<file path="src/rtl/vscale_htif_pcr_responder.sv">
// HTIF PCR target responder: host access to tohost/fromhost with a one-entry registered response buffer.
// Optional build macro VSCALE_HTIF_TOHOST_CLEAR_ON_READ_EN makes host reads of tohost clear it.
module vscale_htif_pcr_responder #(
    parameter int          PCR_WIDTH      = 64,
    parameter logic [11:0] ADDR_TO_HOST   = 12'h780,
    parameter logic [11:0] ADDR_FROM_HOST = 12'h781
) (
    input  logic                 clk,
    input  logic                 reset_n,
    input  logic                 htif_pcr_req_valid,
    output logic                 htif_pcr_req_ready,
    input  logic                 htif_pcr_req_rw,
    input  logic [11:0]          htif_pcr_req_addr,
    input  logic [PCR_WIDTH-1:0] htif_pcr_req_data,
    output logic                 htif_pcr_resp_valid,
    input  logic                 htif_pcr_resp_ready,
    output logic [PCR_WIDTH-1:0] htif_pcr_resp_data,
    input  logic                 core_tohost_wen,
    input  logic [31:0]          core_tohost_wdata,
    input  logic                 core_fromhost_clr,
    output logic [31:0]          core_fromhost_rdata,
    output logic                 tohost_pending
);

    typedef enum logic {IDLE, RESP} state_t;

    state_t               state;
    logic [PCR_WIDTH-1:0] tohost;
    logic [PCR_WIDTH-1:0] fromhost;
    logic [PCR_WIDTH-1:0] rdata;
    logic [PCR_WIDTH-1:0] read_data;
    logic                 accept;
    logic                 host_write_fromhost;
    logic                 tohost_rd_clr;

    // A full buffer can still take a request in the cycle the host drains it.
    assign htif_pcr_req_ready  = (state == IDLE) || htif_pcr_resp_ready;
    assign accept              = htif_pcr_req_valid && htif_pcr_req_ready;
    assign host_write_fromhost = accept && htif_pcr_req_rw && (htif_pcr_req_addr == ADDR_FROM_HOST);

`ifdef VSCALE_HTIF_TOHOST_CLEAR_ON_READ_EN
    assign tohost_rd_clr = accept && !htif_pcr_req_rw && (htif_pcr_req_addr == ADDR_TO_HOST);
`else
    assign tohost_rd_clr = 1'b0;
`endif

    always_comb begin
        // NOTE: every always_comb output gets a default first, otherwise unmatched paths infer a latch.
        read_data = '0;
        if (!htif_pcr_req_rw) begin
            if (htif_pcr_req_addr == ADDR_TO_HOST)
                read_data = tohost;
            else if (htif_pcr_req_addr == ADDR_FROM_HOST)
                read_data = fromhost;
        end
    end

    // NOTE: sequential state uses non-blocking assignments so every flop samples pre-edge values.
    always_ff @(posedge clk or negedge reset_n) begin
        if (!reset_n) begin
            state <= IDLE;
            rdata <= '0;
        end else begin
            case (state)
                IDLE: begin
                    if (accept) begin
                        state <= RESP;
                        rdata <= read_data;
                    end
                end
                RESP: begin
                    if (htif_pcr_resp_ready) begin
                        if (accept)
                            rdata <= read_data;
                        else
                            state <= IDLE;
                    end
                end
                default: state <= IDLE;
            endcase
        end
    end

    // Core write has priority over the optional read-clear.
    always_ff @(posedge clk or negedge reset_n) begin
        if (!reset_n)
            tohost <= '0;
        else if (core_tohost_wen)
            tohost <= PCR_WIDTH'(core_tohost_wdata);
        else if (tohost_rd_clr)
            tohost <= '0;
    end

    // Host write has priority over the core clear.
    always_ff @(posedge clk or negedge reset_n) begin
        if (!reset_n)
            fromhost <= '0;
        else if (host_write_fromhost)
            fromhost <= htif_pcr_req_data;
        else if (core_fromhost_clr)
            fromhost <= '0;
    end

    assign htif_pcr_resp_valid = (state == RESP);
    assign htif_pcr_resp_data  = rdata;
    assign core_fromhost_rdata = fromhost[31:0];
    assign tohost_pending      = |tohost;

endmodule

</file>
<file path="config.mk">
export PLATFORM = sky130hd
export DESIGN_NAME = vscale_htif_pcr_responder
export DESIGN_NICKNAME = d
export VERILOG_FILES = /design/src/rtl/vscale_htif_pcr_responder.sv
export SDC_FILE = /design/constraint.sdc
export NUM_CORES = 1
export LEC_CHECK = 0
export BUFFER_PORTS_ARGS = -buffer_cell sky130_fd_sc_hd__buf_2
export CORE_ASPECT_RATIO = 0.5
export CORE_MARGIN = 2
export CORE_UTILIZATION = 53
export CTS_BUF_LIST = sky130_fd_sc_hd__clkbuf_8
export DETAILED_ROUTE_END_ITERATION = 16
export GPL_TIMING_DRIVEN = 0
export PLACE_DENSITY = 0.83
export SLEW_MARGIN = 20
export SYNTH_ARGS = -nofsm -noshare
export SYNTH_HDL_FRONTEND = slang
export SYNTH_SLANG_ARGS = --single-unit
</file>
<file path="constraint.sdc">
create_clock -name clk -period 2.2 [get_ports clk]
set_input_delay 0.22 -clock clk [delete_from_list [all_inputs] [get_ports clk]]
set_output_delay 0.22 -clock clk [all_outputs]
set_load 0.05 [all_outputs]
</file>
==> impl_results.md <==
- CTS tree: done
- Reg power frac: a little under three fifths
- Top cells by area, synth: dfrtp_1 58%, mux2_2 13%, nor2b_1 5.8%
- Initial drt markers: 161
- Initial antenna violation count: 2
- Startpoint Class: flop
- Die width: roughly 170 um
- CP Depth: 5
- Psw: ~1.4 mW
- Status: finished clean
- Final slew viol count: 0
- Synth Instances: roughly 540
- Worst vdd ir: around 0.00029 V
- Crit Path Max Fanout: 10
- Core area: approximately 0.013 sq mm
- Setup violations, final: 0
- Row cnt: 29
- Worst Hold Path Cells: 2
- Ys Warns: 0
- Detailed Route WL: 17300 um
- Clock buffer count from CTS: 17
- Worst Path Arrival: roughly 2.3 ns
- CP Capture Point: fromhost[29]$_DFFE_PN0P_
- #FFs+latches synth: between 150 and 200
- Tightest Hold Check Type: input pin to flop
- Slowest cell delay on critical path: approximately 0.55 ns
- Clock share of power: 36.5%
- Worst Tran Pin Value: a little over 0.8 ns
- CTS sink count: approximately 160
- Internal cell power: 4.16 mW
- CP Class: flop to flop
- Syn-to-layout area delta: 32.1%
- Drt first pass iters: 4
- Post-synth EDFFs: 0
- Achievable Freq: 492 MHz
- Starting density of the core: between 50 and 60%
- Max Cap Viol: 0
- Period minus WS final: 2.03 ns
- Clock tree buffer depth: 2
- Pin count of the biggest net entering global routing: a little over 60
- CP endpoint kind: flop
- Yosys top cell by area: dfrtp_1
- Final hold vios: 0
- First-pass GRT wire length: ~28000 um
- Synthesized cell area: a little under 0.007 sq mm
- Synth top cells by count: 161 x dfrtp_1, 81 x mux2_2, 64 x nor2b_1
- Slowest cell on the critical path: nor3_4
- Placed Cells: between 900 and 1k
- Die Y-Extent: approximately 85 um
- I/O Pins: approximately 210
- Nets@finish: 933
- Most frequent cell after synthesis: dfrtp_1
- Overall global routing resource usage: between 20% and 30%
- Comb power frac: ~8.3%
- Critical Path Start: htif_pcr_resp_valid$_DFF_PN0_
- Post-route antenna net violation count: 0
- Fin cells: approximately 1.0k
- Family with the most delay on the worst path: simple AND/OR/NAND/NOR gates
- Worst clock skew: between 0.01 and 0.015 ns
- Worst path bufs/invs: 1
- Cell chain of the critical path: nand2b_2 -> nand3_1 -> nor3_4 -> buf_4 -> mux2_2
- # port buffers: 210
- Post-synth top flop: dfrtp_1
- Ys async rst share: 100%
- Clk_lat worst skew: between 0.4 and 0.5 ns
- Post-route DRC: 0
- Static Leak: ~4.8 nW
- Vias/cell: around 5
- Clock Tree Root: clkbuf_8
- Sw Ratio: 25.5%
- Vias: a little over 5k
- H-tree depth: 4
- Vias in the first global route: approximately 5.6k
- Worst EP required: 2.51 ns
- Pwr Density: about 600 mW/mm^2
- Slew HR: between 40% and 50%
- Hold slack: between 0.01 and 0.015 ns
- Setup Buffers After CTS: 0
- Die Area: 0.0141 sq mm
- Flop2flop setup slack: roughly 0.17 ns
- Reg2reg end: fromhost[29]$_DFFE_PN0P_
- R2R cell count: 5
- Seq/Total Area, Yosys: between 50 and 60%
- Worst-path clk slew: 0.09 ns
- Synth top area share: 57.9%
- HPWL after detailed placement: ~12000 um
- RD Place Congestion: approximately 0.83
- Share of layout cells above drive strength 1: a little under half
- Number of distinct library cells after synthesis: 25
- Syn Nets: between 600 and 700
- Syn Area/Cell: 12.9 sq um
- Final worst-path cycle share: between 90 and 100%
- Total gr overflow: 0
- RR Startpoint: htif_pcr_resp_valid$_DFF_PN0_
- Wire length per cell: about 17 um
## repair_timing
action	in CTS	in global routing
hold endpoints to repair	79	9
hold buffers	39	9
setup endpoints to repair	1	1
pin swaps	0	2
gates resized for setup	2	7
## flip-flops by register name, summed over array words and instances (netlist names)
register,cells
htif_pcr_resp_valid,1
htif_pcr_resp_data,64
fromhost,64
tohost,32
## worst min-delay path by stage
| stage | start | end | slack (ns) |
|---|---|---|---|
| after floorplan | reset_n | fromhost[0]$_DFFE_PN0P_ | -0.08 |
| after global placement | htif_pcr_req_data[53] | fromhost[53]$_DFFE_PN0P_ | 0.44 |
| after detailed placement | reset_n | tohost[18]$_DFFE_PN0P_ | 0.13 |
| after CTS | htif_pcr_req_data[36] | fromhost[36]$_DFFE_PN0P_ | 0.00004 |
| after global routing | htif_pcr_req_data[63] | fromhost[63]$_DFFE_PN0P_ | -0.006 |
| final | htif_pcr_req_data[63] | fromhost[63]$_DFFE_PN0P_ | 0.01 |
## worst reg2reg max path, delay by kind of cell, from the launching register on
family,cells,cell delay [ns]
and+or+nand+nor,3,0.85
DFF,1,0.40
muxes,1,0.36
buffers and inverters,1,0.31
## layout make-up
type                    instances  area, sq um
fillers                       894         3540
well taps                     170          213
plain buffers                  65          392
clock inverters                15          134
repair buffers                260         1600
flip-flops and latches        161         4030
diodes                          2         5.00
multi-input cells             313         2590
clock buffers                  17          234
## stage by stage
stage	instance area [sq um]	TNS (ns)	utilization [%]	total power, mW	setup WS, ns
global route	9200	-0.00546	72.2	5.81	-0.00546
detailed placement	8290	-8.33	65.1	3.52	-0.163
CTS	9060	0	71.2	5.60	0.0242
global placement	8230	-240.99	64.6	3.49	-1.46
finish	9200	0	72.2	5.58	0.169
floorplan	6970	0	-	3.28	0.0400
## cell families after synthesis
logic type | count (synthesis) | synth area share (%)
DFF | 161 | 57.9
muxes | 128 | 20.1
buffers and inverters | 65 | 5.62
AOI/OAI and AO/OA | 64 | 6.33
and+or+nand+nor | 121 | 10.1
## placed cells by master, fill, tap and decap left out, types with 2 or more instances in the layout
| cell type | netlist | final |
|---|---|---|
| clkinvlp_4 | 0 | 5 |
| nor4_2 | 0 | 2 |
| clkbuf_1 | 20 | 20 |
| buf_16 | 0 | 2 |
| buf_1 | 3 | 3 |
| diode_2 | 0 | 2 |
| buf_2 | 4 | 212 |
| inv_6 | 0 | 4 |
| nand2_1 | 35 | 35 |
| nand4_1 | 2 | 2 |
| nor2b_1 | 64 | 64 |
| mux2_2 | 81 | 81 |
| clkinv_4 | 0 | 2 |
| mux2i_1 | 32 | 32 |
| nor4_1 | 8 | 4 |
| dlygate4sd3_1 | 0 | 48 |
| mux2_1 | 15 | 15 |
| dfrtp_1 | 161 | 161 |
| buf_4 | 38 | 38 |
| a22o_1 | 32 | 32 |
| clkinv_2 | 0 | 2 |
| nor4_4 | 0 | 2 |
| nand3_1 | 2 | 2 |
| o21ai_0 | 31 | 31 |
| clkbuf_8 | 0 | 17 |
## routing by layer
metal  vias up  track usage [%]  routed length [um]
met1      2559             31.8                7350
met3        45             4.71                 605
li1       2418                -                   -
met4         0             11.3                 515
met5         -                0                   0
met2       148             43.0                8820
## power groups by stage
stage	combinational [mW]	clock [mW]	sequential (mW)
after floorplan	0.171	0	3.11
after global placement	0.372	0	3.12
after detailed placement	0.396	0	3.13
after CTS	0.452	2.08	3.07
after global routing	0.509	2.21	3.09
final	0.463	2.04	3.08
Note: power is estimated with default switching activity, not from simulation.
